===== config.mk =====
export PLATFORM = sky130hd
export DESIGN_NAME = prog_loader_flat
export DESIGN_NICKNAME = d
export VERILOG_FILES = /design/src/rtl/prog_loader_if.sv /design/src/rtl/prog_loader.sv /design/src/flat_wrapper.sv
export SDC_FILE = /design/constraint.sdc
export NUM_CORES = 1
export LEC_CHECK = 0
export BUFFER_PORTS_ARGS = -buffer_cell sky130_fd_sc_hd__buf_2
export CORE_MARGIN = 2
export CORE_UTILIZATION = 52
export CTS_BUF_LIST = sky130_fd_sc_hd__clkbuf_16
export DETAILED_ROUTE_END_ITERATION = 6
export GPL_TIMING_DRIVEN = 0
export HOLD_SLACK_MARGIN = 0.03
export PLACE_DENSITY = 0.86
export SYNTH_ARGS = -nofsm -noshare
export SYNTH_HDL_FRONTEND = slang
export SYNTH_SLANG_ARGS = --single-unit

===== constraint.sdc =====
create_clock -name clk -period 2.4 [get_ports clk]
set_input_delay 0.72 -clock clk [delete_from_list [all_inputs] [get_ports clk]]
set_output_delay 0.72 -clock clk [all_outputs]
set_load 0.02 [all_outputs]

===== src/rtl/prog_loader_if.sv =====
// ---------------------------------------------------------------------------
// prog_loader_if -- byte stream and RAM write bus of the program loader.
//
// Byte stream (upstream -> loader):
//   byte_valid   upstream byte present
//   byte_data    upstream byte
//   byte_ready   loader accepts a byte this cycle
// RAM write port (loader -> 256x16 program/data RAM):
//   C12          RAM write enable
//   address      RAM word address
//   wr_data      RAM write data
//
// Modports:
//   master  environment side; drives the byte stream and observes the RAM port
//   slave   loader side
// ---------------------------------------------------------------------------
interface prog_loader_if;
  logic        byte_valid;
  logic [7:0]  byte_data;
  logic        byte_ready;
  logic        C12;
  logic [7:0]  address;
  logic [15:0] wr_data;

  modport master (
    output byte_valid, byte_data,
    input  byte_ready, C12, address, wr_data
  );

  modport slave (
    input  byte_valid, byte_data,
    output byte_ready, C12, address, wr_data
  );
endinterface


===== src/rtl/prog_loader.sv =====
// ---------------------------------------------------------------------------
// prog_loader -- loads a byte stream into a 256x16 program/data RAM while
// holding the CPU off the RAM port.
//
// Stream format: start address, word count N (0 means 256), then N words,
// high byte first. Each complete word is written in a one-cycle WRITE state.
//
// Ports:
//   clk       system clock, rising edge
//   rst       asynchronous, active-high reset
//   start     one-cycle pulse that begins a session (honoured only in IDLE)
//   abort     ends the session without a done pulse (ignored in IDLE)
//   bus       byte stream + RAM write port (prog_loader_if.slave)
//   cpu_hold  high while a session is active
//   done      one-cycle pulse on successful completion
//   err       sticky timeout flag, cleared by rst or an accepted start
//
// Parameter:
//   TIMEOUT   cycles without a byte in a receive state before aborting
// ---------------------------------------------------------------------------
module prog_loader #(
  parameter logic [15:0] TIMEOUT = 16'd50000
) (
  input  logic         clk,
  input  logic         rst,
  input  logic         start,
  input  logic         abort,
  prog_loader_if.slave bus,
  output logic         cpu_hold,
  output logic         done,
  output logic         err
);

  typedef enum logic [2:0] {
    IDLE,
    GET_ADDR,
    GET_CNT,
    GET_HI,
    GET_LO,
    WRITE,
    DONE
  } state_t;

  state_t      state;
  logic [7:0]  ptr;        // address of the next word to write
  logic [7:0]  hi;         // high byte of the word being assembled
  logic [8:0]  remaining;  // words still to write; 9 bits so a count of 256 fits
  logic [15:0] to_cnt;     // cycles spent in a receive state without a byte
  logic        rx_state;
  logic        xfer;

  assign rx_state = (state == GET_ADDR) || (state == GET_CNT) ||
                    (state == GET_HI)   || (state == GET_LO);
  assign xfer     = rx_state && bus.byte_valid;

  // Status outputs are pure decodes of the state register, so they are
  // stable for the whole cycle and change only after a rising edge.
  assign bus.byte_ready = rx_state;
  assign bus.C12        = (state == WRITE);
  assign cpu_hold       = (state != IDLE);
  assign done           = (state == DONE);

  // NOTE: every register here is assigned with <= so all of them update
  // together from the values present before the edge; a blocking = would let
  // later statements see already-updated values and change the behaviour.
  always_ff @(posedge clk or posedge rst) begin
    if (rst) begin
      state       <= IDLE;
      ptr         <= 8'h00;
      hi          <= 8'h00;
      remaining   <= 9'd0;
      to_cnt      <= 16'd0;
      bus.address <= 8'h00;
      bus.wr_data <= 16'h0000;
      err         <= 1'b0;
    end else if (state == IDLE) begin
      // start outranks a simultaneous abort because abort means nothing here.
      if (start) begin
        state  <= GET_ADDR;
        err    <= 1'b0;
        to_cnt <= 16'd0;
      end
    end else if (abort) begin
      // A write in progress has already been presented for its full cycle,
      // so leaving WRITE on abort never truncates it.
      state <= IDLE;
    end else if (rx_state && !xfer && (to_cnt == TIMEOUT - 16'd1)) begin
      // This idle cycle brings the count up to TIMEOUT.
      state <= IDLE;
      err   <= 1'b1;
    end else begin
      if (rx_state) begin
        to_cnt <= xfer ? 16'd0 : to_cnt + 16'd1;
      end

      case (state)
        GET_ADDR: begin
          if (xfer) begin
            ptr   <= bus.byte_data;
            state <= GET_CNT;
          end
        end

        GET_CNT: begin
          if (xfer) begin
            remaining <= (bus.byte_data == 8'h00) ? 9'd256 : {1'b0, bus.byte_data};
            state     <= GET_HI;
          end
        end

        GET_HI: begin
          if (xfer) begin
            hi    <= bus.byte_data;
            state <= GET_LO;
          end
        end

        GET_LO: begin
          // The RAM port registers are loaded here so they are already stable
          // for the whole WRITE cycle and simply hold afterwards.
          if (xfer) begin
            bus.address <= ptr;
            bus.wr_data <= {hi, bus.byte_data};
            state       <= WRITE;
          end
        end

        WRITE: begin
          ptr       <= ptr + 8'd1;
          remaining <= remaining - 9'd1;
          to_cnt    <= 16'd0;
          state     <= (remaining == 9'd1) ? DONE : GET_HI;
        end

        DONE: begin
          state <= IDLE;
        end

        default: begin
          state <= IDLE;
        end
      endcase
    end
  end

endmodule


===== src/flat_wrapper.sv =====
// flat-port wrapper written by rule: the top's interface ports become plain ports
module prog_loader_flat 
#(
  parameter logic [15:0] TIMEOUT = 16'd50000
)
  (clk, rst, start, abort, cpu_hold, done, err, bus_byte_valid, bus_byte_data, bus_byte_ready, bus_C12, bus_address, bus_wr_data);
  prog_loader_if bus_i ();
  input  logic clk;
  input  logic rst;
  input  logic start;
  input  logic abort;
  output logic cpu_hold;
  output logic done;
  output logic err;
  input wire logic [$bits(bus_i.byte_valid)-1:0] bus_byte_valid;
  input wire logic [$bits(bus_i.byte_data)-1:0] bus_byte_data;
  output wire logic [$bits(bus_i.byte_ready)-1:0] bus_byte_ready;
  output wire logic [$bits(bus_i.C12)-1:0] bus_C12;
  output wire logic [$bits(bus_i.address)-1:0] bus_address;
  output wire logic [$bits(bus_i.wr_data)-1:0] bus_wr_data;
  assign bus_i.byte_valid = bus_byte_valid;
  assign bus_i.byte_data = bus_byte_data;
  assign bus_byte_ready = bus_i.byte_ready;
  assign bus_C12 = bus_i.C12;
  assign bus_address = bus_i.address;
  assign bus_wr_data = bus_i.wr_data;
  prog_loader #(.TIMEOUT(TIMEOUT)) u_core (.clk(clk), .rst(rst), .start(start), .abort(abort), .bus(bus_i), .cpu_hold(cpu_hold), .done(done), .err(err));
endmodule

==> results of run 1 <==
==> placed cells by master, fill, tap and decap left out, types with 4 or more instances in the layout <==
cell / n
dfrtp_1: 69
buf_2: 53
mux2_2: 33
a21oi_1: 27
o21ai_0: 23
nand2_1: 20
nand3_1: 14
inv_1: 10
or4_1: 10
nor3_1: 9
nor2_1: 9
clkbuf_16: 9
o31ai_1: 7
clkbuf_1: 6
or3_1: 5
o22a_1: 5
nand4_1: 4
nor4_1: 4
ha_1: 4
==> how the worst min path moves through the flow <==
stage | startpoint | to | slack, ns | cells past startpoint
floorplan | u_core.remaining[7] | u_core.remaining[7] | 0.45 | 1
global placement | u_core.remaining[7] | u_core.remaining[7] | 0.47 | 1
detailed placement | u_core.bus.wr_data[4] | u_core.bus.wr_data[4] | 0.47 | 1
CTS | u_core.bus.wr_data[4] | u_core.bus.wr_data[4] | 0.49 | 1
global route | u_core.bus.wr_data[1] | u_core.bus.wr_data[1] | 0.52 | 1
finish | u_core.bus.wr_data[4] | u_core.bus.wr_data[4] | 0.49 | 1
==> synthesized netlist by cell type (2+ instances only) <==
library cell / instances
dfrtp_1: 69
o21ai_0: 23
o32ai_1: 3
o22a_1: 5
o2bb2ai_1: 3
a31oi_1: 2
o22ai_1: 3
nor2_1: 9
or3_1: 5
nand4_1: 4
o31ai_1: 7
a22oi_1: 2
nor3_1: 9
inv_1: 10
or3_2: 2
and3_1: 2
nand2b_1: 3
nor2b_1: 2
nand2_1: 20
mux2_2: 33
or4_1: 10
nor4bb_1: 3
nand3_1: 14
ha_1: 4
nand3b_1: 3
clkbuf_1: 7
buf_2: 12
a21oi_1: 27
a2bb2oi_1: 3
nor4_1: 4
==> registers in the layout, summed over array words and instances, names as in the netlist <==
| signal | count |
|---|---|
| u_core.bus.wr_data | 16 |
| u_core.to_cnt | 16 |
| u_core.remaining | 9 |
| u_core.bus.address | 8 |
| u_core.hi | 8 |
| u_core.ptr | 8 |
| u_core.state | 3 |
| u_core.err | 1 |
==> kinds of logic (layout without fill, tap and decap cells) <==
logic type                 Yosys count  in the layout
adders and majority gates            4              4
muxes                               35             35
and+or+nand+nor                    104            104
buffers and inverters               30             87
xor gates and xnor gates             1              1
DFF                                 69             69
AOI/OAI and AO/OA                   94             94
==> cell type report <==
cell class	instances	area (um^2)	share of cell area
clock inverter	7	75.1	0.0179
tap	80	100	0.0239
inverter	11	46.3	0.0111
clock buffer	9	225	0.0538
sequential	69	1730	0.412
buffer	18	82.6	0.0197
timing repair buffer	42	225	0.0538
multi-input combinational	238	1710	0.408
==> through the flow <==
stage	hold slack, ns	utilization	total power (uW)
CTS	0.494	0.623	3960
floorplan	0.448	-	2310
detailed placement	0.471	0.579	2620
global placement	0.469	0.576	2540
finish	0.491	0.623	3940
global route	0.517	0.623	4150
==> what timing repair did <==
item	in CTS	in global routing
gates resized for setup	1	0
endpoints found under the setup margin	1	0
buffers inserted	0	0
==> metal layers <==
| layer | vias up | wire (um) | GRT usage | part of all wire |
|---|---|---|---|---|
| met2 | 109 | 4140 | 0.392 | 0.50 |
| met3 | 18 | 481 | 0.0571 | 0.058 |
| met5 | - | 0 | 0 | 0 |
| met4 | 0 | 136 | 0.0838 | 0.016 |
| met1 | 1452 | 3540 | 0.315 | 0.43 |
| li1 | 1384 | - | - | - |
==> power by group through the flow <==
| stage | Clock (uW) | Combinational, uW | Sequential [uW] |
|---|---|---|---|
| after global placement | 0 | 867 | 1680 |
| after global routing | 1390 | 1020 | 1740 |
| after floorplan | 0 | 606 | 1710 |
| after detailed placement | 0 | 910 | 1710 |
| final | 1320 | 918 | 1700 |
| after CTS | 1350 | 921 | 1690 |
==> results.toml, run 1 <==
[critical_path]
r2r_setup_slack_ns = 0.24
endpoint_kind = "primary output"
cp_cell_sequence = "buf_2, o21ai_0, and2_1, buf_2"
r2r-start = "u_core.state[2]"
max_stage_delay_ns = 0.44
path_buf_inv = 2
worst-r2r-cell-count = 5
endpoint = "bus_byte_ready"
slowest_stage = "dfrtp_1"
cp_max_fo = 10
cp.required_ns = 1.68
cp-start-kind = "flip-flop"
reg2reg_to = "u_core.to_cnt[1]"
crit_start = "u_core.state[0]"
criticalPathCategory = "flip-flop to primary output"
cpMostUsedCell = "buf_2"
crit_family = "flip-flops"
worst-path-stages = 4
critPathArrivalTime_ns = 1.58

[yosys]
synth_adder_area_share = 0.0141
synth_top_area_cell = "dfrtp_1"
synth.mux.area_fraction = 0.110
ys_seq_elements = 69
synth_top_area_share = 0.485
ys_warn_count = 0
synthArstFlopShare = 1.00
synth.area.top_cells = "dfrtp_1, mux2_2, a21oi_1"
synth_edf_count = 0
synthesis.nets = 354
synth.avg_cell_area_um2 = 10.6
synth_area_mm2 = 0.00356
synth_xor_area_frac = 0.00246
ys_seq_area_frac = 0.485
yosys.cell_types.count = 64
synth_top_family_by_area = "simple AND/OR/NAND/NOR gates"
synth-compound-area-share = 0.173
synth_simple_gate_area_frac = 0.179
ys.flop_type = "dfrtp_1"
syn_inst = 337

[placement]
dp_hpwl_um = 5790
dp_cells = 459
place_area_mm2 = 0.00389
portBuffers = 41
place.gp.congestion = 0.923
place_ws_ns = -0.158

[die]
initial_core_util = 0.530
die_area_mm2 = 0.00753
die_h_um = 86.8
die_width_um = 86.8
ioPinCount = 42
rows = 30
coreArea_mm2 = 0.00672

[clock_network]
cts_tree = "done"
cts_buffer_depth = 2
htreeDepth = 3
clk_latency_ns = 0.33
cts_buffers = 9
cts_root_buf = "clkbuf_16"
ctsHoldBuffers = 0
clock-sinks = 69
clk_pin_slew_ns = 0.06

[job]
cap_violations = 0

[timing]
setup_viol = 0
min_period_over_period = 0.960
timing.setup.tns_ns = 0
clock_skew_ns = 0.00776
setup_ws_ns = 0.0962
tightest_slew_ns = 0.731
min_period_ns = 2.30
hold_viol_final = 0
slew_headroom = 0.512
rsz0062_at_grt = "no"
maxSlewViolCount = 0
fmax_mhz = 434

[min_path]
hold_class = "flip-flop to flip-flop"

[global_route]
antenna_found_initial = 0
grt_start_max_net_pins = 38
grt_use_total = 0.240
grt_pass1_wl_um = 14100
grt_pass1_vias = 2936
gr-total-overflow = 0

[cells_and_area]
nFillCells = 526
diodes = 0
syn2layout_area_growth_pct = 17.6
drive_gt1_frac = 0.305
nNetsFinal = 406
fin_cells = 474
design_area_mm2 = 0.00419

[power]
leakagePower_uw = 0.00188
seqPwrFrac = 0.431
switching_share = 0.333
combPwrFrac = 0.233
p_clk_frac = 0.336
p_per_area_mw_per_mm2 = 941
p_int_uw = 2630
peakVddDrop_mv = 0.643
switchingPower_uw = 1310

[drt]
dr.pass1.iters = 4
wire_per_inst_um = 17.5
viasPerCell = 6.25
postRouteAntennaNets = 0
wirelength_um = 8290
num_vias = 2963
drc_errors = 0
drtIter0Drc = 145

[status]
status = "complete, no violations"
(Power assumes the default switching activity.)
==> inputs of run 2 (changes only) <==
--- a/config.mk
+++ b/config.mk
@@ -11,5 +11,4 @@
 export CTS_BUF_LIST = sky130_fd_sc_hd__clkbuf_16
 export DETAILED_ROUTE_END_ITERATION = 6
-export GPL_TIMING_DRIVEN = 0
 export HOLD_SLACK_MARGIN = 0.03
 export PLACE_DENSITY = 0.86
==> constraint.sdc (replaced) <==
create_clock -name clk -period 2.4 [get_ports clk]
set_input_delay 0.72 -clock clk [delete_from_list [all_inputs] [get_ports clk]]
set_output_delay 0.72 -clock clk [all_outputs]
set_load 0.05 [all_outputs]
==> run 2 against run 1 <==
  * Sequential share of layout area is 0.41 points lower
  * Power is 9.0% higher
  * Critical endpoint unchanged
  * Register-to-register slack better by 0.19 ns
  * Critical path depth is 1 lower
  * Non-clock buffer count is 9 lower
  * Sequential power hardly changed
==> results.toml, run 2 (synthesized netlist as in run 1, its figures left out) <==
[critical_path]
cp_cell_sequence = "or3_1, and2_1, buf_2"
cp.required_ns = 1.68
cp-start-kind = "flip-flop"
worst-r2r-cell-count = 5
cp_max_fo = 6
reg2reg_to = "u_core.to_cnt[14]"
endpoint_kind = "primary output"
r2r-start = "u_core.to_cnt[0]"
slowest_stage = "dfrtp_1"
critPathArrivalTime_ns = 1.59
max_stage_delay_ns = 0.47
criticalPathCategory = "flip-flop to primary output"
r2r_setup_slack_ns = 0.43

[placement]
place.gp.congestion = 0.872
place_ws_ns = 0.211
dp_cells = 449
portBuffers = 41
dp_hpwl_um = 5420
place_area_mm2 = 0.00388

[cells_and_area]
fin_cells = 465
layout_common_cells = "dfrtp_1, buf_2, mux2_2"
syn2layout_area_growth_pct = 18.8
layout_commonest_cell = "dfrtp_1"
design_area_mm2 = 0.00423
reg_top3 = "u_core.bus.wr_data (16), u_core.to_cnt (16), u_core.remaining (9)"
drive_gt1_frac = 0.304
diodes = 0
nNetsFinal = 397
nFillCells = 518

[clock_network]
post_cts_buffers = 0
cts_root_buf = "clkbuf_16"
clk_latency_ns = 0.33
cts_buffer_depth = 2
cts_resized = 0
clock-sinks = 69
htreeDepth = 3
cts_tree = "done"
clk_pin_slew_ns = 0.06
ctsHoldBuffers = 0
cts_buffers = 9

[die]
rows = 30
initial_core_util = 0.530
die_area_mm2 = 0.00753
coreArea_mm2 = 0.00672
die_h_um = 86.8
ioPinCount = 42
die_width_um = 86.8

[timing]
fmax_mhz = 434
clock_skew_ns = 0.00596
rsz0062_at_grt = "no"
hold_viol_final = 0
min_period_ns = 2.31
timing.setup.tns_ns = 0
setup_ws_ns = 0.0932
tightest_slew_ns = 0.573
min_period_over_period = 0.961
setup_viol = 0
slew_headroom = 0.618
maxSlewViolCount = 0

[drt]
drtIter0Drc = 183
num_vias = 2903
drc_errors = 0
postRouteAntennaNets = 0
dr.pass1.iters = 4
wire_per_inst_um = 17.1
viasPerCell = 6.24
wirelength_um = 7970

[power]
leakagePower_uw = 0.00189
seqPwrFrac = 0.395
p_clk_frac = 0.356
peakVddDrop_mv = 0.613
switching_share = 0.336
switchingPower_uw = 1440
p_per_area_mw_per_mm2 = 1020
p_int_uw = 2850
combPwrFrac = 0.249

[status]
status = "complete, no violations"

[global_route]
grt_use_met2 = 0.389
antenna_found_initial = 0
gr-total-overflow = 0
grt_pass1_vias = 2875
grt_use_total = 0.232
grt_pass1_wl_um = 13600
grtUsageMet1 = 0.286
top_usage_layer = "met2"
grt_start_max_net_pins = 49
grtUsageMet3 = 0.0486

[min_path]
hold_class = "input port to async pin"

[job]
cap_violations = 0
-- run 2: changes by cell type in the layout (fill, tap and decap cells not counted), sizes merged --
cell,before,now
clkinvlp,3,1
buf,54,51
bufinv,1,3
clkbuf,15,9
-- run 2: final cells by class --
cell class / count / area (um^2) / share of cell area
sequential: 69 / 1730 / 0.408
multi-input combinational: 238 / 1710 / 0.403
timing repair buffer: 51 / 305 / 0.0722
clock buffer: 9 / 225 / 0.0532
clock inverter: 7 / 121 / 0.0287
tap: 80 / 100 / 0.0237
inverter: 11 / 45.0 / 0.0106
-- run 2: critical path: cells and delay by family (launching register included) --
| kind | cells | cell delay [ns] |
|---|---|---|
| buffers and inverters | 1 | 0.20 |
| DFF | 1 | 0.47 |
| and+or+nand+nor | 2 | 0.59 |
-- run 2: through the flow --
| stage | hold slack, ns | total power (uW) | util |
|---|---|---|---|
| floorplan | 0.448 | 2470 | - |
| global placement | 0.469 | 2710 | 0.578 |
| detailed placement | 0.482 | 2770 | 0.578 |
| CTS | 0.438 | 4320 | 0.630 |
| global route | 0.463 | 4510 | 0.630 |
| finish | 0.429 | 4290 | 0.630 |
-- run 2: worst max path at each step --
stage	end	slack (ns)	startpoint
detailed placement	u_core.to_cnt[14]	0.21	abort
global route	bus_byte_ready	0.05	u_core.state[0]
CTS	bus_byte_ready	0.08	u_core.state[0]
global placement	u_core.to_cnt[15]	0.27	abort
floorplan	bus_byte_ready	0.19	u_core.state[1]
finish	bus_byte_ready	0.09	u_core.state[0]
-- run 2: per-layer routing --
metal  wire, um  vias up
met1       3390     1440
met3        419       12
met4        150        0
met2       4010       82
li1           -     1369
met5          0        -
-- run 2: power groups by stage --
stage | Combinational, uW | Sequential, uW | Clock [uW]
after global placement | 1030 | 1690 | 0
after detailed placement | 1070 | 1710 | 0
final | 1070 | 1700 | 1530
after CTS | 1080 | 1690 | 1550
after floorplan | 634 | 1840 | 0
after global routing | 1170 | 1740 | 1610
